===== config.mk =====
export PLATFORM = sky130hd
export DESIGN_NAME = ahb_arbiter
export DESIGN_NICKNAME = d
export VERILOG_FILES = /design/src/rtl/ahb_arbiter_pkg.sv /design/src/rtl/ahb_arbiter_rr_pick.sv /design/src/rtl/ahb_arbiter.sv
export SDC_FILE = /design/constraint.sdc
export NUM_CORES = 1
export LEC_CHECK = 0
export BUFFER_PORTS_ARGS = -buffer_cell sky130_fd_sc_hd__clkbuf_2
export CAP_MARGIN = 20
export CORE_MARGIN = 2
export CORE_UTILIZATION = 28
export DETAILED_ROUTE_END_ITERATION = 10
export PLACE_DENSITY = 0.49
export SLEW_MARGIN = 20
export SYNTH_ARGS = -nofsm -noshare
export SYNTH_HDL_FRONTEND = slang
export SYNTH_HIERARCHICAL = 1
export SYNTH_SLANG_ARGS = --single-unit

===== constraint.sdc =====
create_clock -name hclk -period 2.3 [get_ports hclk]
set_input_delay 0.23 -clock hclk [delete_from_list [all_inputs] [get_ports hclk]]
set_output_delay 0.23 -clock hclk [all_outputs]
set_load 0.02 [all_outputs]

===== src/rtl/ahb_arbiter_pkg.sv =====
// Shared AHB definitions: transfer/response encodings, arbiter FSM states,
// the dummy-master code and a one-hot to index helper.
package ahb_arbiter_pkg;

    typedef enum logic [1:0] {
        HTRANS_IDLE   = 2'd0,
        HTRANS_BUSY   = 2'd1,
        HTRANS_NONSEQ = 2'd2,
        HTRANS_SEQ    = 2'd3
    } htrans_e;

    typedef enum logic [1:0] {
        HRESP_OKAY  = 2'd0,
        HRESP_ERROR = 2'd1,
        HRESP_RETRY = 2'd2,
        HRESP_SPLIT = 2'd3
    } hresp_e;

    typedef enum logic {
        ST_ARB    = 1'b0,
        ST_LOCKED = 1'b1
    } arb_state_e;

    // Master index width; code MST_DUMMY means "no master", so at most
    // three real masters fit.
    localparam int               MST_W     = 2;
    localparam int               MST_SLOTS = 4;
    localparam logic [MST_W-1:0] MST_DUMMY = 2'd3;

    // Index of the set bit of a one-hot vector, MST_DUMMY when empty.
    function automatic logic [MST_W-1:0] oh2idx(input logic [MST_SLOTS-1:0] oh);
        logic [MST_W-1:0] idx;
        idx = MST_DUMMY;
        for (int i = MST_SLOTS - 1; i >= 0; i--) begin
            if (oh[i]) idx = MST_W'(i);
        end
        return idx;
    endfunction

endpackage


===== src/rtl/ahb_arbiter_rr_pick.sv =====
// Combinational round-robin picker: first requester after the pointer,
// wrapping, with the pointer position itself searched last.
module ahb_rr_pick
    import ahb_arbiter_pkg::*;
#(
    parameter int N = 3
) (
    input  logic [N-1:0]     req_i,
    input  logic [MST_W-1:0] ptr_i,
    output logic [N-1:0]     pick_o,
    output logic             vld_o
);

    // Walk ptr+1 .. ptr+N modulo N and take the first request seen.
    always_comb begin
        int idx;
        pick_o = '0;
        vld_o  = 1'b0;
        idx    = 0;
        for (int k = 1; k <= N; k++) begin
            idx = (int'(ptr_i) + k) % N;
            if (!vld_o && req_i[idx]) begin
                pick_o[idx] = 1'b1;
                vld_o       = 1'b1;
            end
        end
    end

endmodule


===== src/rtl/ahb_arbiter.sv =====
// AHB bus arbiter: round-robin grant with locked transfers and SPLIT
// masking. hgrant, hmaster and hmastlock are all registered.
module ahb_arbiter
    import ahb_arbiter_pkg::*;
#(
    parameter int NUM_MST = 3,
    parameter int DEF_MST = 0
) (
    input  logic               hclk,
    input  logic               hresetn,
    input  logic [NUM_MST-1:0] hbusreq,
    input  logic [NUM_MST-1:0] hlock,
    input  logic [1:0]         htrans,
    input  logic               hready,
    input  logic [1:0]         hresp,
    input  logic [NUM_MST-1:0] hsplit,
    output logic [NUM_MST-1:0] hgrant,
    output logic [MST_W-1:0]   hmaster,
    output logic               hmastlock
);

    localparam logic [NUM_MST-1:0] DEF_OH  = NUM_MST'(1) << DEF_MST;
    localparam logic [MST_W-1:0]   DEF_IDX = MST_W'(DEF_MST);

    arb_state_e         state_q, state_d;
    logic [NUM_MST-1:0] grant_q, grant_d;
    logic [MST_W-1:0]   master_q, master_d;
    logic               mastlock_q, mastlock_d;
    logic [NUM_MST-1:0] mask_q, mask_d;
    logic [MST_W-1:0]   ptr_q, ptr_d;
    logic [MST_W-1:0]   owner_q, owner_d;

    logic [MST_SLOTS-1:0] req_pad, lock_pad;
    logic                 owner_vld, lock_owner, cur_req, arb_pt;
    logic                 split_ev, kick, do_arb;
    logic [NUM_MST-1:0]   split_set, eligible, pick_oh, sel_oh;
    logic                 pick_vld, sel_lock;

    // Padding to the full index range lets the dummy code index safely (reads 0).
    assign req_pad  = MST_SLOTS'(hbusreq);
    assign lock_pad = MST_SLOTS'(hlock);

    assign owner_vld  = int'(owner_q) < NUM_MST;
    assign lock_owner = lock_pad[owner_q];
    assign cur_req    = req_pad[master_q];
    assign arb_pt     = hready && (htrans == HTRANS_IDLE || !cur_req);

    // A SPLIT response is signalled in its first (wait) cycle, hready=0.
    assign split_ev = (hresp == HRESP_SPLIT) && !hready && owner_vld;

    // One-hot of the master being split this cycle.
    always_comb begin
        split_set = '0;
        for (int i = 0; i < NUM_MST; i++) begin
            split_set[i] = split_ev && (owner_q == MST_W'(i));
        end
    end

    // New split in the same cycle as a release for that master keeps it masked.
    assign mask_d   = (mask_q & ~hsplit) | split_set;
    assign eligible = hbusreq & ~mask_d;
    // Split master currently holds the grant: it must be moved off now.
    assign kick     = |(grant_q & split_set);

    ahb_rr_pick #(.N(NUM_MST)) u_pick (
        .req_i  (eligible),
        .ptr_i  (ptr_q),
        .pick_o (pick_oh),
        .vld_o  (pick_vld)
    );

    // Fall back to the default master only while it is not split-masked.
    assign sel_oh   = pick_vld ? pick_oh : (mask_d[DEF_MST] ? '0 : DEF_OH);
    assign sel_lock = |(sel_oh & hlock);

    // Next-state: arbitration decision, FSM transitions, address/data-phase tracking.
    always_comb begin
        state_d    = state_q;
        grant_d    = grant_q;
        ptr_d      = ptr_q;
        master_d   = master_q;
        mastlock_d = mastlock_q;
        owner_d    = owner_q;
        do_arb     = 1'b0;

        unique case (state_q)
            ST_ARB: do_arb = arb_pt || kick;
            ST_LOCKED: begin
                do_arb = (hready && !lock_owner) || kick;
                if (split_ev) state_d = ST_ARB;
            end
            default: state_d = ST_ARB;
        endcase

        if (do_arb) begin
            grant_d = sel_oh;
            state_d = sel_lock ? ST_LOCKED : ST_ARB;
            if (pick_vld) ptr_d = oh2idx(MST_SLOTS'(pick_oh));
        end

        if (hready) begin
            master_d   = oh2idx(MST_SLOTS'(grant_q));
            mastlock_d = |(grant_q & hlock);
            owner_d    = master_q;
        end
    end

    // State registers with synchronous active-low reset.
    always_ff @(posedge hclk) begin
        if (!hresetn) begin
            state_q    <= ST_ARB;
            grant_q    <= DEF_OH;
            master_q   <= DEF_IDX;
            mastlock_q <= 1'b0;
            mask_q     <= '0;
            ptr_q      <= DEF_IDX;
            owner_q    <= DEF_IDX;
        end else begin
            state_q    <= state_d;
            grant_q    <= grant_d;
            master_q   <= master_d;
            mastlock_q <= mastlock_d;
            mask_q     <= mask_d;
            ptr_q      <= ptr_d;
            owner_q    <= owner_d;
        end
    end

    // Grant must never name more than one master.
    always_ff @(posedge hclk) begin
        if (hresetn) assert ($onehot0(grant_q));
    end

    assign hgrant    = grant_q;
    assign hmaster   = master_q;
    assign hmastlock = mastlock_q;

endmodule


==> metrics.yaml, run 1 <==
root_buffer: "clkbuf_8"
synth-xor-area-share_pct: 0
cts_sinks: 14
place_ws_ps: -78.70
drc: 0
synth_cell_type_count: 34
drt_pre_antenna_iters: 4
rsz0062_at_grt: "true"
n_antenna_cell: 0
multi_input_area_um2: 833.3
cp.required_ps: 2490
wl_per_cell_um: 13.88
post-route-util_pct: 40.88
dp_hpwl_um: 2298
grt_pass1_wl_um: 4899
vias: 1167
fin_skew_ps: 9.070
grt_max_degree: 21
worst_pin_slew_ps: 375.7
worstPathArrival_ps: 2360
dpl_cell_area_um2: 1321
grt_pass1_vias: 1088
path_cells: "nor2b_4 > a21oi_2 > and2_4 > clkinvlp_4 > a21oi_2 > o22ai_2 > o31ai_2 > buf_4 > buf_4 > nand2_1 > o211ai_1 > mux2_4"
drt-total-wl_um: 3108
hp-class: "in2reg"
synth-simple-area-share_pct: 25.91
htree_levels: 1
regArea_um2: 289.0
cp_top_family: "compound AO/OA/AOI/OAI gates"
die_area_um2: 4450
crit_buf_inv: 3
start_util_pct: 29.63
cts_buffers: 3
power_leakage_nw: 0.6499
die_y_um: 66.71
ios: 22
nets: 197
powerDensity_nw_per_um2: 1149
syn_nets: 162
r2r_start: "owner_q[0]"
hold_viol_final: 0
grt_overflow_total: 0
synthCells: 142
drive_gt1_share_pct: 39.77
synth_fa_ha_area_share_pct: 4.545
insertion_delay_ps: 250
synth-seq-cells: 14
grt_util_all_layers_pct: 14.33
muxShareOfSynthArea_pct: 13.18
fp-row-count: 22
hp-start: "hsplit[1]"
setup_slack_ps: 133.9
period_share_pct: 94.18
core_area_um2: 3716
cts.clk_slew.worst_paths_ps: 70
status: "finished clean"
place_congestion: 0.9331
crit_path_max_incr_delay_ps: 370
cp-end-kind: "flip-flop"
dieWidth_um: 66.71
fmax_mhz: 461.7
synth-compound-area-share_pct: 21.59
yosys_warnings: 6
yosysSeqAreaShare_pct: 25.45
cts_tree: "done"
setup_viol: 0
drv_slew: 0
syn_area_um2: 1101
critPathLaunch: "owner_q[0]"
io_buffer_count: 21
design_area_um2: 1519
maxSlewHeadroom_pct: 74.96
synth.avg_cell_area_um2: 7.754
period_minus_slack_ps: 2166
path_class: "reg2reg"
cpMaxStageDelayCell: "dfxtp_4"
fill_cells: 387
postRouteAntennaNets: 0
crit_fanout: 5
maxCapViolCount: 0
drt_iter0_drc: 51
clock_path_buffers: 2
synth_top_family_by_area: "simple AND/OR/NAND/NOR gates"
critPathLaunchType: "flip-flop"
area_growth_syn_to_layout_pct: 37.95
hold_slack_ps: 311.9
antenna_found_initial: 0
irDropWorstVdd_mv: 0.4366
routed_via_density: 5.210
## path summary, 6_finish.rpt
path	end	slack, ps	depth (start not counted)
setup reg to reg	hgrant[0]	130	12
hold / removal	mask_q[1]	310	4
setup / recovery	hgrant[0]	130	12
hold reg to reg	ptr_q[0]	490	2
## placed cells by master, fill, tap and decap left out, types with 2 or more instances in the layout
| master | count |
|---|---|
| nand3_1 | 3 |
| o21ai_0 | 3 |
| mux2i_1 | 13 |
| dfxtp_1 | 11 |
| o21ai_2 | 2 |
| buf_4 | 16 |
| nand2_1 | 21 |
| a21oi_1 | 6 |
| inv_1 | 12 |
| a22oi_2 | 2 |
| a222oi_1 | 2 |
| o22ai_2 | 2 |
| clkbuf_8 | 4 |
| nor2b_1 | 7 |
| clkbuf_2 | 21 |
| ha_2 | 2 |
| o22ai_1 | 3 |
| nand2b_1 | 3 |
| nand3b_1 | 3 |
| nor2_1 | 8 |
| a21oi_2 | 2 |
| and2_1 | 2 |
| dfxtp_4 | 2 |
## registers in the layout (all words and copies together), names as in the netlist
register	count
owner_q	2
state_q	1
mask_q	3
ptr_q	2
hgrant	3
hmaster	2
hmastlock	1
## worst min-delay path, delay by kind of cell
kind	cells	cell delay, ps
buf+inv	1	80
simple gates	2	90
compound gates	1	110
## where the power goes
group	internal, mW	switching, mW	leakage, nW	total (mW)
combinational	0.553	0.594	0.505	1.15
clock	0.152	0.0925	0.0288	0.244
sequential	0.292	0.0614	0.116	0.353
total	0.997	0.748	0.650	1.74
## cells in the mapped netlist
| library cell | instances | share of area (%) |
|---|---|---|
| or3_1 | 1 | 0.57 |
| nor2_1 | 10 | 3.4 |
| nor2b_1 | 9 | 5.1 |
| dfxtp_1 | 14 | 25 |
| o21ai_1 | 1 | 0.45 |
| nand2_1 | 21 | 7.2 |
| o21bai_1 | 1 | 0.68 |
| clkbuf_1 | 1 | 0.34 |
| o21ai_0 | 4 | 1.8 |
| o21ai_2 | 1 | 0.80 |
| o31ai_2 | 1 | 1.1 |
| nand2b_1 | 3 | 1.7 |
| a222oi_1 | 2 | 1.8 |
| o211ai_1 | 1 | 0.68 |
| o22ai_1 | 6 | 3.4 |
| buf_2 | 1 | 0.45 |
| a22oi_2 | 2 | 2.3 |
| and2_1 | 3 | 1.7 |
| o211a_1 | 1 | 0.91 |
| and3_1 | 1 | 0.57 |
| buf_4 | 4 | 2.7 |
| a21oi_1 | 8 | 3.6 |
| nor3_1 | 1 | 0.45 |
| mux2_4 | 1 | 1.4 |
| nand3_1 | 3 | 1.4 |
| a32oi_1 | 2 | 1.6 |
| ha_1 | 4 | 4.5 |
| o2111ai_1 | 1 | 0.80 |
| buf_6 | 1 | 1.0 |
| mux2i_1 | 13 | 12 |
| nand3b_4 | 1 | 1.8 |
| nand3b_1 | 3 | 2.0 |
| inv_1 | 14 | 4.8 |
| o32ai_1 | 2 | 1.6 |
## kinds of logic after synthesis
logic type                 count (synthesis)
AOI/OAI and AO/OA                         33
adders and majority gates                  4
buffers and inverters                     21
DFF                                       14
muxes                                     14
and+or+nand+nor                           56
## per-stage QoR
step	std cells	TNS [ps]	power, mW
floorplan	142	0	0.9945
global placement	218	-245.5	1.286
detailed placement	218	-214.0	1.281
CTS	222	0	1.548
global route	224	-59.69	1.861
finish	224	0	1.745
## cell type report
class / count / share of cell area, %
well taps: 48 / 3.954
inverters: 14 / 3.707
repair buffers: 37 / 14.83
flip-flops and latches: 14 / 19.03
clock buffers: 4 / 3.624
multi-input cells: 107 / 54.86
## metal layers
metal / GRT usage (%) / wire, um
met1: 17.89 / 1348
met2: 24.13 / 1542
met3: 3.885 / 184
met4: 3.827 / 32
met5: 0 / 0
## timing repair
item / CTS / global route
gates resized for setup: 4 / 26
buffers inserted: 0 / 3
pin swaps: 0 / 11
hold buffers: 0 / 0
endpoints found under the hold margin: 0 / 0
setup endpoints to repair: 4 / 4
Note: power is estimated with default switching activity, not from simulation.
==> inputs of run 2 (changes only) <==
CORE_UTILIZATION = 30   (was 28)
PLACE_DENSITY = 0.52   (was 0.49)
==> run 2 against run 1 <==
Net effect:
- via count fell by 6.7%
- sequential power is 2% lower
- sequential cell count unchanged
- hold slack gained 39 ps
- die area fell by 6.3%
- routed wire length shrank 8.2%
- combinational power down 8%
- non-clock buffer count stayed put
- critical path depth down 2
- worst setup slack improved by 28 ps
- global-route usage up 0.43 points
- clock skew shrank 6.8 ps
- critical endpoint is now ptr_q[0]
- largest power group unchanged
==> metrics.yaml, run 2 (same netlist as run 1, synthesis figures left out) <==
status: "finished clean"
critPathLaunchType: "flip-flop"
dpl_cell_area_um2: 1329  # +0.57%
maxCapViolCount: 0  # unchanged
die_y_um: 64.58  # -3.2%
drt-total-wl_um: 2853  # -8.2%
design_area_um2: 1485  # -2.2%
fill_cells: 403  # +4.1%
hp-start: "hsplit[1]"
r2r_start: "ptr_q[0]"
route.met3.wl_um: 71  # -61%
cts.clk_slew.worst_paths_ps: 60  # about the same
crit_fanout: 9  # +4
worst-r2r-setup-slack_ps: 160  # +30 ps
place_congestion: 0.9064  # -2.9%
power_leakage_nw: 0.6536  # +0.57%
wl_met1_um: 1333  # -1.1%
antenna_found_initial: 0  # unchanged
setup_viol: 0  # unchanged
period_share_pct: 92.94  # -1.2 points
grt_overflow_total: 0  # unchanged
dp_hpwl_um: 2224  # -3.2%
top_layer: "met4"
worst_pin_slew_ps: 376.5  # +0.8094 ps
cp-end-kind: "flip-flop"
insertion_delay_ps: 240  # about the same
critPathLaunch: "ptr_q[0]"
clock_path_buffers: 2  # unchanged
grt_util_all_layers_pct: 14.76  # +0.43 points
routed_via_density: 4.862  # -6.7%
powerDensity_nw_per_um2: 1109  # -3.5%
final_cell_mix: "nand2_1, clkbuf_2, buf_4, inv_1, mux2i_1"
cts_sinks: 14  # unchanged
hold_viol_final: 0  # unchanged
fmax_mhz: 467.8  # +1.3%
postRouteAntennaNets: 0  # unchanged
drc: 0  # unchanged
cts_tree: "done"
post-route-util_pct: 41.19  # +0.31 points
cp.required_ps: 2470  # -20 ps
cts_buffers: 3  # unchanged
vias: 1089  # -6.7%
io_buffer_count: 21  # unchanged
met2_length_um: 1422  # -7.8%
hold_slack_ps: 351.4  # +39.44 ps
drv_slew: 0  # unchanged
period_minus_slack_ps: 2138  # -28.45 ps
start_util_pct: 30.53  # +0.90 points
hp-class: "in2reg"
wl_per_cell_um: 12.74  # -8.2%
root_buffer: "clkbuf_8"
ios: 22  # unchanged
dieWidth_um: 64.58  # -3.2%
hold_buffers: 0  # unchanged
drive_gt1_share_pct: 36.93  # -2.8 points
path_class: "reg2reg"
maxSlewHeadroom_pct: 74.90  # about the same
drt_iter0_drc: 40  # -22%
grt_pass1_vias: 1104  # +1.5%
n_antenna_cell: 0  # unchanged
htree_levels: 1  # unchanged
grt_max_degree: 21  # unchanged
drt_pre_antenna_iters: 4  # unchanged
nets: 197  # unchanged
area_growth_syn_to_layout_pct: 34.89
fp-row-count: 22  # unchanged
fin_skew_ps: 2.243  # -6.827 ps
core_area_um2: 3606  # -3.0%
grt_pass1_wl_um: 4899  # unchanged
irDropWorstVdd_mv: 0.3000  # -31%
worstPathArrival_ps: 2310  # -50 ps
die_area_um2: 4171  # -6.3%
==> run 2: metrics by stage <==
step | setup WS [ps] | setup TNS [ps] | power, mW | cells
after floorplan | 169.8 | 0 | 0.9945 | 142
after global placement | -23.24 | -26.46 | 1.265 | 219
after detailed placement | -35.17 | -63.64 | 1.255 | 219
after CTS | 25.40 | 0 | 1.540 | 223
after global routing | -13.37 | -13.37 | 1.796 | 224
final | 162.4 | 0 | 1.646 | 224
==> run 2: what timing repair did <==
| item | CTS | global route |
|---|---|---|
| pin swaps | 0 | 2 |
| buffers inserted | 0 | 1 |
| resized for setup | 3 | 20 |
| endpoints found under the setup margin | 2 | 4 |
| endpoints found under the hold margin | 0 | 0 |
==> run 2: path summary, 6_finish.rpt <==
check                   end  cells after the start
setup reg to reg   ptr_q[0]                     10
hold / removal    mask_q[1]                      4
hold reg to reg   hmastlock                      1
setup / recovery   ptr_q[0]                     10
==> run 2: cell type report <==
cell class                      instances  area, um2  share of cell area, %
Timing Repair Buffer                   37      225.2                  15.16
Inverter                               14      52.55                  3.538
Clock buffer                            4      55.05                  3.707
Sequential cell                        14      284.0                  19.12
Tap cell                               48      60.06                  4.044
Multi-Input combinational cell        107      808.3                  54.42
==> run 2: critical path, stage by stage (launching register included) <==
cell	delay, ps
dfxtp_1	310
inv_1	110
ha_1	360
nand2_1	100
a22oi_2	210
and3_1	200
o21bai_2	100
inv_1	90
nor2_1	50
a32oi_1	310
mux2i_1	220
==> run 2: layer usage <==
metal,global-route usage [%],up-vias
li1,-,563
met1,18.32,510
met2,25.52,14
met3,2.257,2
met4,5.851,0
met5,0,-
==> run 2: report_power, final <==
part	leakage (nW)	internal, mW	total (mW)	switching [mW]
sequential	0.116	0.293	0.345	0.0527
combinational	0.509	0.517	1.06	0.544
clock	0.0288	0.151	0.240	0.0889
total	0.654	0.961	1.65	0.686
==> inputs of run 3 (changes only) <==
RECOVER_POWER = 100   (was unset)
==> run 3 against run 2 <==
Net effect:
- sequential cell count unchanged
- global-route usage did not move
- clock power hardly changed
- non-clock buffer count did not move
- critical path depth unchanged
- critical path type unchanged
- critical endpoint unchanged
- largest cell class unchanged
- largest power group unchanged
==> metrics.yaml, run 3 (same netlist as run 1, synthesis figures left out) <==
fp-row-count: 22  # unchanged
place_congestion: 0.9064  # unchanged
cp-end-kind: "flip-flop"
io_buffer_count: 21  # unchanged
grt_pass1_vias: 1104  # unchanged
grt_overflow_total: 0  # unchanged
cts_tree: "done"
grt_max_degree: 21  # unchanged
cts_buffers: 3  # unchanged
hold_viol_final: 0  # unchanged
path_class: "reg2reg"
path_cells: "inv_1 > ha_1 > nand2_1 > a22oi_2 > and3_1 > o21bai_2 > inv_1 > nor2_1 > a32oi_1 > mux2i_1"
drt-total-wl_um: 2857  # +0.14%
crit_fanout: 9  # unchanged
drv_slew: 0  # unchanged
r2r_start: "ptr_q[0]"
p_sw_uw: 685.9  # about the same
design_area_um2: 1478  # -0.50%
final_cells: 224  # unchanged
core_area_um2: 3606  # unchanged
status: "finished clean"
cp.required_ps: 2470  # about the same
pwr-share-seq_pct: 21.0  # about the same
crit_path_max_incr_delay_ps: 360  # about the same
worst-r2r-setup-slack_ps: 160  # about the same
p_sw_share_pct: 41.80  # +0.14 points
drt_iter0_drc: 44  # +10%
setup_viol: 0  # unchanged
pwr-share-comb_pct: 64.3  # about the same
multi_input_area_um2: 808.3  # unchanged
post-route-util_pct: 40.98  # -0.21 points
clock_path_buffers: 2  # unchanged
dp_hpwl_um: 2224  # unchanged
dpl_cell_area_um2: 1329  # unchanged
postRouteAntennaNets: 0  # unchanged
htree_levels: 1  # unchanged
powerDensity_nw_per_um2: 1111  # +0.18%
nets: 197  # unchanged
fill_cells: 404  # +0.25%
root_buffer: "clkbuf_8"
cpMaxStageDelayCell: "ha_1"
maxSlewHeadroom_pct: 74.90  # about the same
path_common_cell: "inv_1"
drc: 0  # unchanged
area_growth_syn_to_layout_pct: 34.20
final_common_cell: "nand2_1"
routed_via_density: 4.848  # -0.28%
clockPowerShare_pct: 14.7  # about the same
die_area_um2: 4171  # unchanged
min_delay_path_depth: 4  # unchanged
power_leakage_nw: 0.6341  # -3.0%
grt_pass1_wl_um: 4899  # unchanged
place_ws_ps: -35.17  # unchanged
critPathLaunchType: "flip-flop"
die_y_um: 64.58  # unchanged
p_int_uw: 955.2  # -0.57%
fin_skew_ps: 2.270  # +0.02648 ps
period_minus_slack_ps: 2139  # +1.048 ps
maxCapViolCount: 0  # unchanged
whs_endpoint: "mask_q[1]"
grt_util_all_layers_pct: 14.76  # unchanged
cts_sinks: 14  # unchanged
ios: 22  # unchanged
final_cell_mix: "nand2_1, buf_4, clkbuf_2, inv_1, mux2i_1"
n_antenna_cell: 0  # unchanged
vias: 1086  # -0.28%
setup_slack_ps: 161.3  # -1.048 ps
regArea_um2: 284.0  # unchanged
hp-class: "in2reg"
worst_pin_slew_ps: 376.5  # +0.001788 ps
drive_gt1_share_pct: 33.52  # -3.4 points
wl_per_cell_um: 12.75  # +0.14%
fin_tns_setup_ps: 0  # unchanged
dpl.cell_count: 219  # unchanged
start_util_pct: 30.53  # unchanged
period_share_pct: 92.99  # about the same
antenna_found_initial: 0  # unchanged
hp-start: "hsplit[1]"
rr_worst_depth: 10  # unchanged
insertion_delay_ps: 240  # about the same
cts.clk_slew.worst_paths_ps: 60  # about the same
timing.rr.end: "ptr_q[0]"
worstPathArrival_ps: 2310  # about the same
irDropWorstVdd_mv: 0.3000  # about the same
dieWidth_um: 64.58  # unchanged
fmax_mhz: 467.6  # about the same
hold_buffers: 0  # unchanged
drt_pre_antenna_iters: 5  # +1
==> run 3: cell counts in the layout (fill, tap and decap cells not counted) <==
Identical to the previous run, type by type.
==> run 3: worst max-delay path by stage <==
| stage | startpoint | endpoint |
|---|---|---|
| 2_1_floorplan | hready | ptr_q[0] |
| 3_3_place_gp | owner_q[0] | hgrant[0] |
| 3_5_place_dp | owner_q[0] | hgrant[0] |
| 4_1_cts | owner_q[0] | state_q |
| 5_1_grt | owner_q[1] | state_q |
| 6_report | ptr_q[0] | ptr_q[0] |
==> run 3: power groups by stage <==
| stage | Sequential [mW] | Combinational (mW) | Clock, mW |
|---|---|---|---|
| floorplan | 0.364 | 0.631 | 0 |
| global placement | 0.343 | 0.922 | 0 |
| detailed placement | 0.345 | 0.911 | 0 |
| CTS | 0.339 | 0.953 | 0.248 |
| global route | 0.354 | 1.17 | 0.262 |
| finish | 0.345 | 1.06 | 0.240 |
==> run 3: what timing repair did <==
item | 4_1_cts | 5_1_grt
buffers inserted | 0 | 1
resized for setup | 3 | 20
pin swaps | 0 | 2
setup endpoints to repair | 2 | 4
==> run 3: layer usage <==
layer	global-route usage [%]	vias to the layer above	wire [um]
met3	2.257	2	71
met1	18.32	508	1334
met5	0	-	0
met2	25.52	14	1426
met4	5.851	0	25
li1	-	562	-
==> run 3: cell type report <==
cell class,count,area share (%)
Clock buffer,4,3.726
Inverter,14,3.556
Sequential cell,14,19.22
Tap cell,48,4.064
Timing Repair Buffer,37,14.73
Multi-Input combinational cell,107,54.70
==> run 3: worst max-delay path: cells and delay by family, from the launching register on <==
kind            cells  cell delay, ps
compound gates      3             620
fa+ha+maj           1             360
simple gates        3             350
flops               1             310
mux                 1             220
buf+inv             2             200
==> run 3: per-stage QoR <==
| stage | total power, mW | hold slack [ps] |
|---|---|---|
| floorplan | 0.9945 | 463.0 |
| global placement | 1.265 | 478.4 |
| detailed placement | 1.255 | 485.7 |
| CTS | 1.540 | 344.1 |
| global route | 1.790 | 375.8 |
| finish | 1.641 | 351.3 |
